<file path="config.mk">
export PLATFORM = sky130hd
export DESIGN_NAME = spi_slave_rx_flat
export DESIGN_NICKNAME = d
export VERILOG_FILES = /design/src/rtl/spi_slave_rx_if.sv /design/src/rtl/spi_slave_rx.sv /design/src/flat_wrapper.sv
export SDC_FILE = /design/constraint.sdc
export NUM_CORES = 1
export LEC_CHECK = 0
export ABC_AREA = 1
export CAP_MARGIN = 0
export CORE_MARGIN = 4
export CORE_UTILIZATION = 60
export CTS_CLUSTER_DIAMETER = 30
export DETAILED_ROUTE_END_ITERATION = 12
export PLACE_DENSITY_LB_ADDON = 0.25
export SYNTH_ARGS = -nofsm -noshare
export SYNTH_HDL_FRONTEND = slang
export SYNTH_SLANG_ARGS = --single-unit
</file>
<file path="constraint.sdc">
create_clock -name clk -period 3.8 [get_ports clk]
set_input_delay 0.76 -clock clk [delete_from_list [all_inputs] [get_ports clk]]
set_output_delay 0.76 -clock clk [all_outputs]
set_load 0.03 [all_outputs]
</file>
<file path="src/rtl/spi_slave_rx_if.sv">
`default_nettype none
// ============================================================================
// Module      : spi_slave_rx_if
// Description : Control, serial-line and RX FIFO host signals of spi_slave_rx.
// Revision    : 1.0 - initial release
// ============================================================================
interface spi_slave_rx_if;
  logic        enable;
  logic [4:0]  word_size;
  logic [1:0]  mode;
  logic        spi_clk;
  logic        spi_cs_n;
  logic        spi_mosi;
  logic        rd_pop;
  logic        clear_ov;
  logic [31:0] rd_data;
  logic        rx_empty;
  logic        rx_full;
  logic [6:0]  rx_level;
  logic        rx_ov;
  logic        frame_err;

  // master: host/controller side that drives the receiver
  modport master (
    output enable, word_size, mode, spi_clk, spi_cs_n, spi_mosi, rd_pop, clear_ov,
    input  rd_data, rx_empty, rx_full, rx_level, rx_ov, frame_err
  );

  modport slave (
    input  enable, word_size, mode, spi_clk, spi_cs_n, spi_mosi, rd_pop, clear_ov,
    output rd_data, rx_empty, rx_full, rx_level, rx_ov, frame_err
  );
endinterface
`default_nettype wire

</file>
<file path="src/rtl/spi_slave_rx.sv">
`default_nettype none
// ============================================================================
// Module      : spi_slave_rx
// Description : Oversampled SPI peripheral receiver, MSB-first 1..32 bit words
//               into a first-word-fall-through RX FIFO with sticky status.
// Revision    : 1.0 - initial release
// ============================================================================
module spi_slave_rx #(
  parameter int FIFO_DEPTH  = 16,
  parameter int SYNC_STAGES = 2
) (
  input  logic          clk,
  input  logic          reset,
  spi_slave_rx_if.slave bus
);

  localparam int                c_addr_w  = $clog2(FIFO_DEPTH);
  localparam logic [c_addr_w:0] c_ptr_one = 1;

  typedef enum logic [0:0] {
    S_IDLE   = 1'b0,
    S_ACTIVE = 1'b1
  } state_t;

  // --------------------------------------------------------------------------
  // Input synchronisers and sample-edge detection
  // --------------------------------------------------------------------------
  logic [SYNC_STAGES-1:0] r_sclk_sync;
  logic [SYNC_STAGES-1:0] r_cs_sync;
  logic [SYNC_STAGES-1:0] r_mosi_sync;
  logic                   r_sclk_prev;

  always_ff @(posedge clk) begin
    if (reset) begin
      r_sclk_sync <= '0;
      r_cs_sync   <= '1;
      r_mosi_sync <= '0;
      r_sclk_prev <= 1'b0;
    end else begin
      r_sclk_sync <= {r_sclk_sync[SYNC_STAGES-2:0], bus.spi_clk};
      r_cs_sync   <= {r_cs_sync[SYNC_STAGES-2:0], bus.spi_cs_n};
      r_mosi_sync <= {r_mosi_sync[SYNC_STAGES-2:0], bus.spi_mosi};
      r_sclk_prev <= r_sclk_sync[SYNC_STAGES-1];
    end
  end

  logic w_sclk_s;
  logic w_cs_s;
  logic w_mosi_s;
  logic w_rise;
  logic w_fall;
  logic w_sample;

  assign w_sclk_s = r_sclk_sync[SYNC_STAGES-1];
  assign w_cs_s   = r_cs_sync[SYNC_STAGES-1];
  assign w_mosi_s = r_mosi_sync[SYNC_STAGES-1];
  assign w_rise   = w_sclk_s & ~r_sclk_prev;
  assign w_fall   = ~w_sclk_s & r_sclk_prev;
  // Modes 1 and 2 (CPOL^CPHA) sample on the falling edge, modes 0 and 3 on the rising edge
  assign w_sample = (bus.mode[1] ^ bus.mode[0]) ? w_fall : w_rise;

  // --------------------------------------------------------------------------
  // Deserialiser FSM
  // --------------------------------------------------------------------------
  state_t      r_state;
  logic [4:0]  r_word_size;
  logic [4:0]  r_bit_cnt;
  logic [31:0] r_shift;
  logic        r_push;
  logic [31:0] r_push_data;
  logic        r_frame_err;

  logic [31:0] w_shift_next;
  logic [31:0] w_mask;

  assign w_shift_next = {r_shift[30:0], w_mosi_s};
  assign w_mask       = 32'hFFFF_FFFF >> (5'd31 - r_word_size);

  always_ff @(posedge clk) begin
    if (reset) begin
      r_state     <= S_IDLE;
      r_word_size <= '0;
      r_bit_cnt   <= '0;
      r_shift     <= '0;
      r_push      <= 1'b0;
      r_push_data <= '0;
      r_frame_err <= 1'b0;
    end else begin
      r_push <= 1'b0;
      if (bus.clear_ov) begin
        r_frame_err <= 1'b0;
      end
      case (r_state)
        S_IDLE: begin
          if (!w_cs_s && bus.enable) begin
            r_state     <= S_ACTIVE;
            r_word_size <= bus.word_size;
            r_bit_cnt   <= bus.word_size;
            r_shift     <= '0;
          end
        end
        S_ACTIVE: begin
          if (!bus.enable) begin
            r_state <= S_IDLE;
          end else if (w_cs_s) begin
            r_state <= S_IDLE;
            // A set here overrides a same-cycle clear_ov above
            if (r_bit_cnt != r_word_size) begin
              r_frame_err <= 1'b1;
            end
          end else if (w_sample) begin
            r_shift <= w_shift_next;
            if (r_bit_cnt == 5'd0) begin
              r_push      <= 1'b1;
              r_push_data <= w_shift_next & w_mask;
              r_bit_cnt   <= r_word_size;
            end else begin
              r_bit_cnt <= r_bit_cnt - 5'd1;
            end
          end
        end
        default: r_state <= S_IDLE;
      endcase
    end
  end

  // --------------------------------------------------------------------------
  // RX FIFO with extra pointer MSB for full/empty disambiguation
  // --------------------------------------------------------------------------
  logic [31:0]       r_mem [FIFO_DEPTH];
  logic [c_addr_w:0] r_wr_ptr;
  logic [c_addr_w:0] r_rd_ptr;
  logic              r_rx_ov;

  logic              w_empty;
  logic              w_full;
  logic              w_pop;
  logic              w_push;
  logic              w_overflow;
  logic [c_addr_w:0] w_level;

  assign w_empty    = (r_wr_ptr == r_rd_ptr);
  assign w_full     = (r_wr_ptr[c_addr_w] != r_rd_ptr[c_addr_w]) &&
                      (r_wr_ptr[c_addr_w-1:0] == r_rd_ptr[c_addr_w-1:0]);
  assign w_pop      = bus.rd_pop && !w_empty;
  assign w_push     = r_push && (!w_full || bus.rd_pop);
  assign w_overflow = r_push && w_full && !bus.rd_pop;
  assign w_level    = r_wr_ptr - r_rd_ptr;

  always_ff @(posedge clk) begin
    if (w_push) begin
      r_mem[r_wr_ptr[c_addr_w-1:0]] <= r_push_data;
    end
  end

  always_ff @(posedge clk) begin
    if (reset) begin
      r_wr_ptr <= '0;
      r_rd_ptr <= '0;
      r_rx_ov  <= 1'b0;
    end else begin
      if (w_push) begin
        r_wr_ptr <= r_wr_ptr + c_ptr_one;
      end
      if (w_pop) begin
        r_rd_ptr <= r_rd_ptr + c_ptr_one;
      end
      if (w_overflow) begin
        r_rx_ov <= 1'b1;
      end else if (bus.clear_ov) begin
        r_rx_ov <= 1'b0;
      end
    end
  end

  // Empty FIFO presents zero so the head never shows stale RAM contents
  assign bus.rd_data   = w_empty ? 32'd0 : r_mem[r_rd_ptr[c_addr_w-1:0]];
  assign bus.rx_empty  = w_empty;
  assign bus.rx_full   = w_full;
  assign bus.rx_level  = 7'(w_level);
  assign bus.rx_ov     = r_rx_ov;
  assign bus.frame_err = r_frame_err;

endmodule
`default_nettype wire

</file>
<file path="src/flat_wrapper.sv">
// flat-port wrapper written by rule: the top's interface ports become plain ports
module spi_slave_rx_flat 
#(
  parameter int FIFO_DEPTH  = 16,
  parameter int SYNC_STAGES = 2
)
  (clk, reset, bus_enable, bus_word_size, bus_mode, bus_spi_clk, bus_spi_cs_n, bus_spi_mosi, bus_rd_pop, bus_clear_ov, bus_rd_data, bus_rx_empty, bus_rx_full, bus_rx_level, bus_rx_ov, bus_frame_err);
  spi_slave_rx_if bus_i ();
  input  logic clk;
  input  logic reset;
  input wire logic [$bits(bus_i.enable)-1:0] bus_enable;
  input wire logic [$bits(bus_i.word_size)-1:0] bus_word_size;
  input wire logic [$bits(bus_i.mode)-1:0] bus_mode;
  input wire logic [$bits(bus_i.spi_clk)-1:0] bus_spi_clk;
  input wire logic [$bits(bus_i.spi_cs_n)-1:0] bus_spi_cs_n;
  input wire logic [$bits(bus_i.spi_mosi)-1:0] bus_spi_mosi;
  input wire logic [$bits(bus_i.rd_pop)-1:0] bus_rd_pop;
  input wire logic [$bits(bus_i.clear_ov)-1:0] bus_clear_ov;
  output wire logic [$bits(bus_i.rd_data)-1:0] bus_rd_data;
  output wire logic [$bits(bus_i.rx_empty)-1:0] bus_rx_empty;
  output wire logic [$bits(bus_i.rx_full)-1:0] bus_rx_full;
  output wire logic [$bits(bus_i.rx_level)-1:0] bus_rx_level;
  output wire logic [$bits(bus_i.rx_ov)-1:0] bus_rx_ov;
  output wire logic [$bits(bus_i.frame_err)-1:0] bus_frame_err;
  assign bus_i.enable = bus_enable;
  assign bus_i.word_size = bus_word_size;
  assign bus_i.mode = bus_mode;
  assign bus_i.spi_clk = bus_spi_clk;
  assign bus_i.spi_cs_n = bus_spi_cs_n;
  assign bus_i.spi_mosi = bus_spi_mosi;
  assign bus_i.rd_pop = bus_rd_pop;
  assign bus_i.clear_ov = bus_clear_ov;
  assign bus_rd_data = bus_i.rd_data;
  assign bus_rx_empty = bus_i.rx_empty;
  assign bus_rx_full = bus_i.rx_full;
  assign bus_rx_level = bus_i.rx_level;
  assign bus_rx_ov = bus_i.rx_ov;
  assign bus_frame_err = bus_i.frame_err;
  spi_slave_rx #(.FIFO_DEPTH(FIFO_DEPTH), .SYNC_STAGES(SYNC_STAGES)) u_core (.clk(clk), .reset(reset), .bus(bus_i));
endmodule
</file>
==> impl_metrics.ini <==
[cells_and_area]
final_util_pct = 72.97
fill_cells = 2558
fin_nets = 2435
diodes = 0
design_area_mm2 = 0.03007
synthToLayoutAreaGrowth_pct = 19.30
drive_above_1_share_pct = 11.85

[critical_path]
criticalPathCategory = flip-flop to output port
critPathCaptureType = output port
critPathArrivalTime_ns = 2.90
r2r-start = u_core.r_wr_ptr[2]$_SDFFE_PP0P_
cp.required_ns = 3.04
r2r_slack_ns = 0.81
rr_endpoint = u_core.r_mem[10][28]$_DFFE_PP_
r2r_cells = 9
endpoint = bus_rd_data[3]
worstSetupStartpointType = flip-flop
crit_fanout = 43

[synthesis]
async_reset_ff_share_pct = 0
syn_avg_cell_area_um2 = 10.74
postSynthCellCount = 2347
ys.flop_type = edfxtp_1
synth_cell_types = 36
syn_area_mm2 = 0.02520
synth_edf_count = 512
ys_ff_latch = 610
ys_seq_area_share_pct = 68.79
yosysWarnings = 0

[sta]
relSlewSlack_pct = 35.77
finalCritPeriodShare_pct = 96.25
totalNegativeSetupSlack_ns = 0
hold_viol_final = 0
period_needed_ns = 3.657
setup_viol = 0
tightest_slew_ns = 0.9635
hold_slack_ns = 0.4007
rsz0062_at_grt = no
slew_viol_final = 0
fin_worst_skew_ns = 0.02808
max_freq_mhz = 273.4

[global_route]
met1_usage_pct = 38.77
antenna_found_initial = 0
overflow = 0
grt_pass1_wl_um = 100400
met3_usage_pct = 5.069
busiest_layer = met2
grt_pass1_vias = 18000
grt_max_degree = 129
grt_usage_pct = 28.81
met2_usage_pct = 47.01

[die]
start_util_pct = 61.16
core.rowCount = 74
die_area_mm2 = 0.04534
boundaryPins = 58
coreArea_mm2 = 0.04120
die_h_um = 212.9
die_w_um = 212.9

[clock_network]
htreeDepth = 3
cts_tree = yes
numClockSinks = 610
cts_buffer_depth = 3
path_clk_slew_ns = 0.05
clk_latency_ns = 0.64
holdBufCountCts = 0
numCtsBuffers = 103
root_buffer = clkbuf_16

[drt]
ant_nets = 0
first_iter_violations = 2560
drt_pass1_iterations = 6
avgViaCountPerCell = 6.040
post-route-drc-count = 0
num_vias = 18300
wl_per_cell_um = 21.51
routed_wl_um = 65150

[flow_run]
maxCapViolCount = 0

[run_status]
outcome = finished, final reports clean

[min_path]
hp-class = flip-flop to flip-flop
hold_path_depth = 2

[placement]
placed_cell_area_mm2 = 0.02648
gp_congestion = 0.8581
port_buffers = 55
hpwl_um = 33460

[power_and_ir_drop]
ir_drop_uv = 403.9
p_leak_uw = 0.01164
pwr_density_cell_mw_per_mm2 = 585.5
[cells in the mapped netlist, drive strengths merged (2+ instances only)]
master | instances | share of area, %
edfxtp | 512 | 61
a21oi | 100 | 2.0
nand2 | 768 | 12
a21boi | 4 | 0.12
inv | 56 | 0.83
nand3 | 497 | 10
nor2 | 92 | 1.5
buf | 110 | 2.5
ha | 10 | 0.50
or2 | 2 | 0.050
o21a | 2 | 0.060
dfxtp | 98 | 7.8
clkbuf | 40 | 0.60
xnor2 | 5 | 0.20
o21ai | 15 | 0.30
xor2 | 7 | 0.24
nand4 | 16 | 0.42
nand3b | 8 | 0.24
[routing by layer]
layer	wire, µm	share of wire, %
met3	6969	11
met1	24130	37
met2	31680	49
met5	0	0
met4	2376	3.6
[per-stage QoR]
stage / cells / total power, µW / worst slack [ns]
finish: 3029 / 17600 / 0.1426
CTS: 3029 / 17660 / 0.0005507
floorplan: 2348 / 8150 / 0.6219
detailed placement: 2835 / 8505 / 0.5502
global route: 3029 / 18120 / 0.005017
global placement: 2835 / 8485 / 0.5735
[layout by cell type (no fill, tap or decap), types with 3 or more instances in the layout]
master           synthesis  routed
clkbuf_1                40       9
clkinv_4                 0      17
inv_1                   47      46
a21oi_1                100     100
nand3_1                494     494
ha_1                    10      10
clkinv_2                 0       6
a21boi_0                 4       4
clkbuf_8                 0       3
nor2_1                  88      71
clkinv_1                 0       6
o21ai_0                 15      15
clkinvlp_4               0      14
xor2_1                   7       7
inv_8                    0       6
nand2_1                762     762
dfxtp_1                 98      94
nand2_2                  4       4
inv_6                    0      16
bufinv_16                0       9
nor2_4                   3      20
nand4_1                 15      15
clkbuf_16                0     104
buf_12                   0      29
inv_2                    9       8
edfxtp_1               512     512
dlymetal6s2s_1           0      11
buf_4                   24      37
xnor2_1                  4       4
clkdlybuf4s50_1          0      22
nand3b_1                 8       8
dlygate4sd2_1            0       3
[critical path, cell delays in order (launching register included)]
cell and delay, ns:
dfxtp_4 0.47, inv_8 0.25, buf_12 0.24, nand2_1 0.08, nand3_1 0.08, nand3_1 0.11
nand2_1 0.09, nand2_1 0.05, a21oi_1 0.16, clkdlybuf4s50_1 0.70
[worst min-delay path by stage]
stage / end / slack, ns / from
2_1_floorplan: u_core.r_mosi_sync[1]$_SDFF_PP0_ / 0.39 / u_core.r_mosi_sync[0]$_SDFF_PP0_
3_3_place_gp: u_core.r_sclk_sync[1]$_SDFF_PP0_ / 0.39 / u_core.r_sclk_sync[0]$_SDFF_PP0_
3_5_place_dp: u_core.r_sclk_sync[1]$_SDFF_PP0_ / 0.39 / u_core.r_sclk_sync[0]$_SDFF_PP0_
4_1_cts: u_core.r_sclk_sync[1]$_SDFF_PP0_ / 0.40 / u_core.r_sclk_sync[0]$_SDFF_PP0_
5_1_grt: u_core.r_sclk_sync[1]$_SDFF_PP0_ / 0.42 / u_core.r_sclk_sync[0]$_SDFF_PP0_
6_report: u_core.r_sclk_sync[1]$_SDFF_PP0_ / 0.40 / u_core.r_sclk_sync[0]$_SDFF_PP0_
[registers in the layout (all words and copies together) (netlist names), named ones only]
register and cells:
u_core.r_mem 512, u_core.r_push 1, u_core.r_word_size 5, u_core.r_sclk_prev 1, u_core.r_rd_ptr 5, u_core.r_shift 31
u_core.r_state 1, u_core.r_cs_sync 2, u_core.r_sclk_sync 2, u_core.bus.frame_err 1, u_core.r_wr_ptr 5, u_core.bus.rx_ov 1
u_core.r_push_data 32, u_core.r_mosi_sync 2, u_core.r_bit_cnt 5
[timing repair]
action,in CTS,in global routing
resized for setup,3,14
endpoints found under the setup margin,13,13
setup buffers,1,0
[final cells by class]
type / instances / area, µm² / area share, %
clock buffer: 116 / 2678 / 8.906
clock inverter: 77 / 845.8 / 2.813
inverter: 56 / 220.2 / 0.7324
multi-input combinational: 1532 / 7012 / 23.32
sequential: 610 / 17350 / 57.70
tap: 532 / 665.6 / 2.214
timing repair buffer: 106 / 1297 / 4.316
[power by group]
group | internal, µW | total [µW] | switching [µW] | leakage (µW)
sequential | 7170 | 7200 | 31.3 | 0.00606
combinational | 378 | 1210 | 831 | 0.00389
clock | 5800 | 9200 | 3400 | 0.00168
total | 13300 | 17600 | 4260 | 0.0116
[kinds of logic after synthesis]
logic type | count (synthesis) | synth area share (%)
buf+inv | 206 | 3.902
other cells | 1 | 0.01488
simple gates | 1385 | 23.78
xor+xnor | 12 | 0.4469
flops | 610 | 68.80
fa+ha+maj | 11 | 0.5759
compound gates | 122 | 2.487
(Power assumes the default switching activity.)
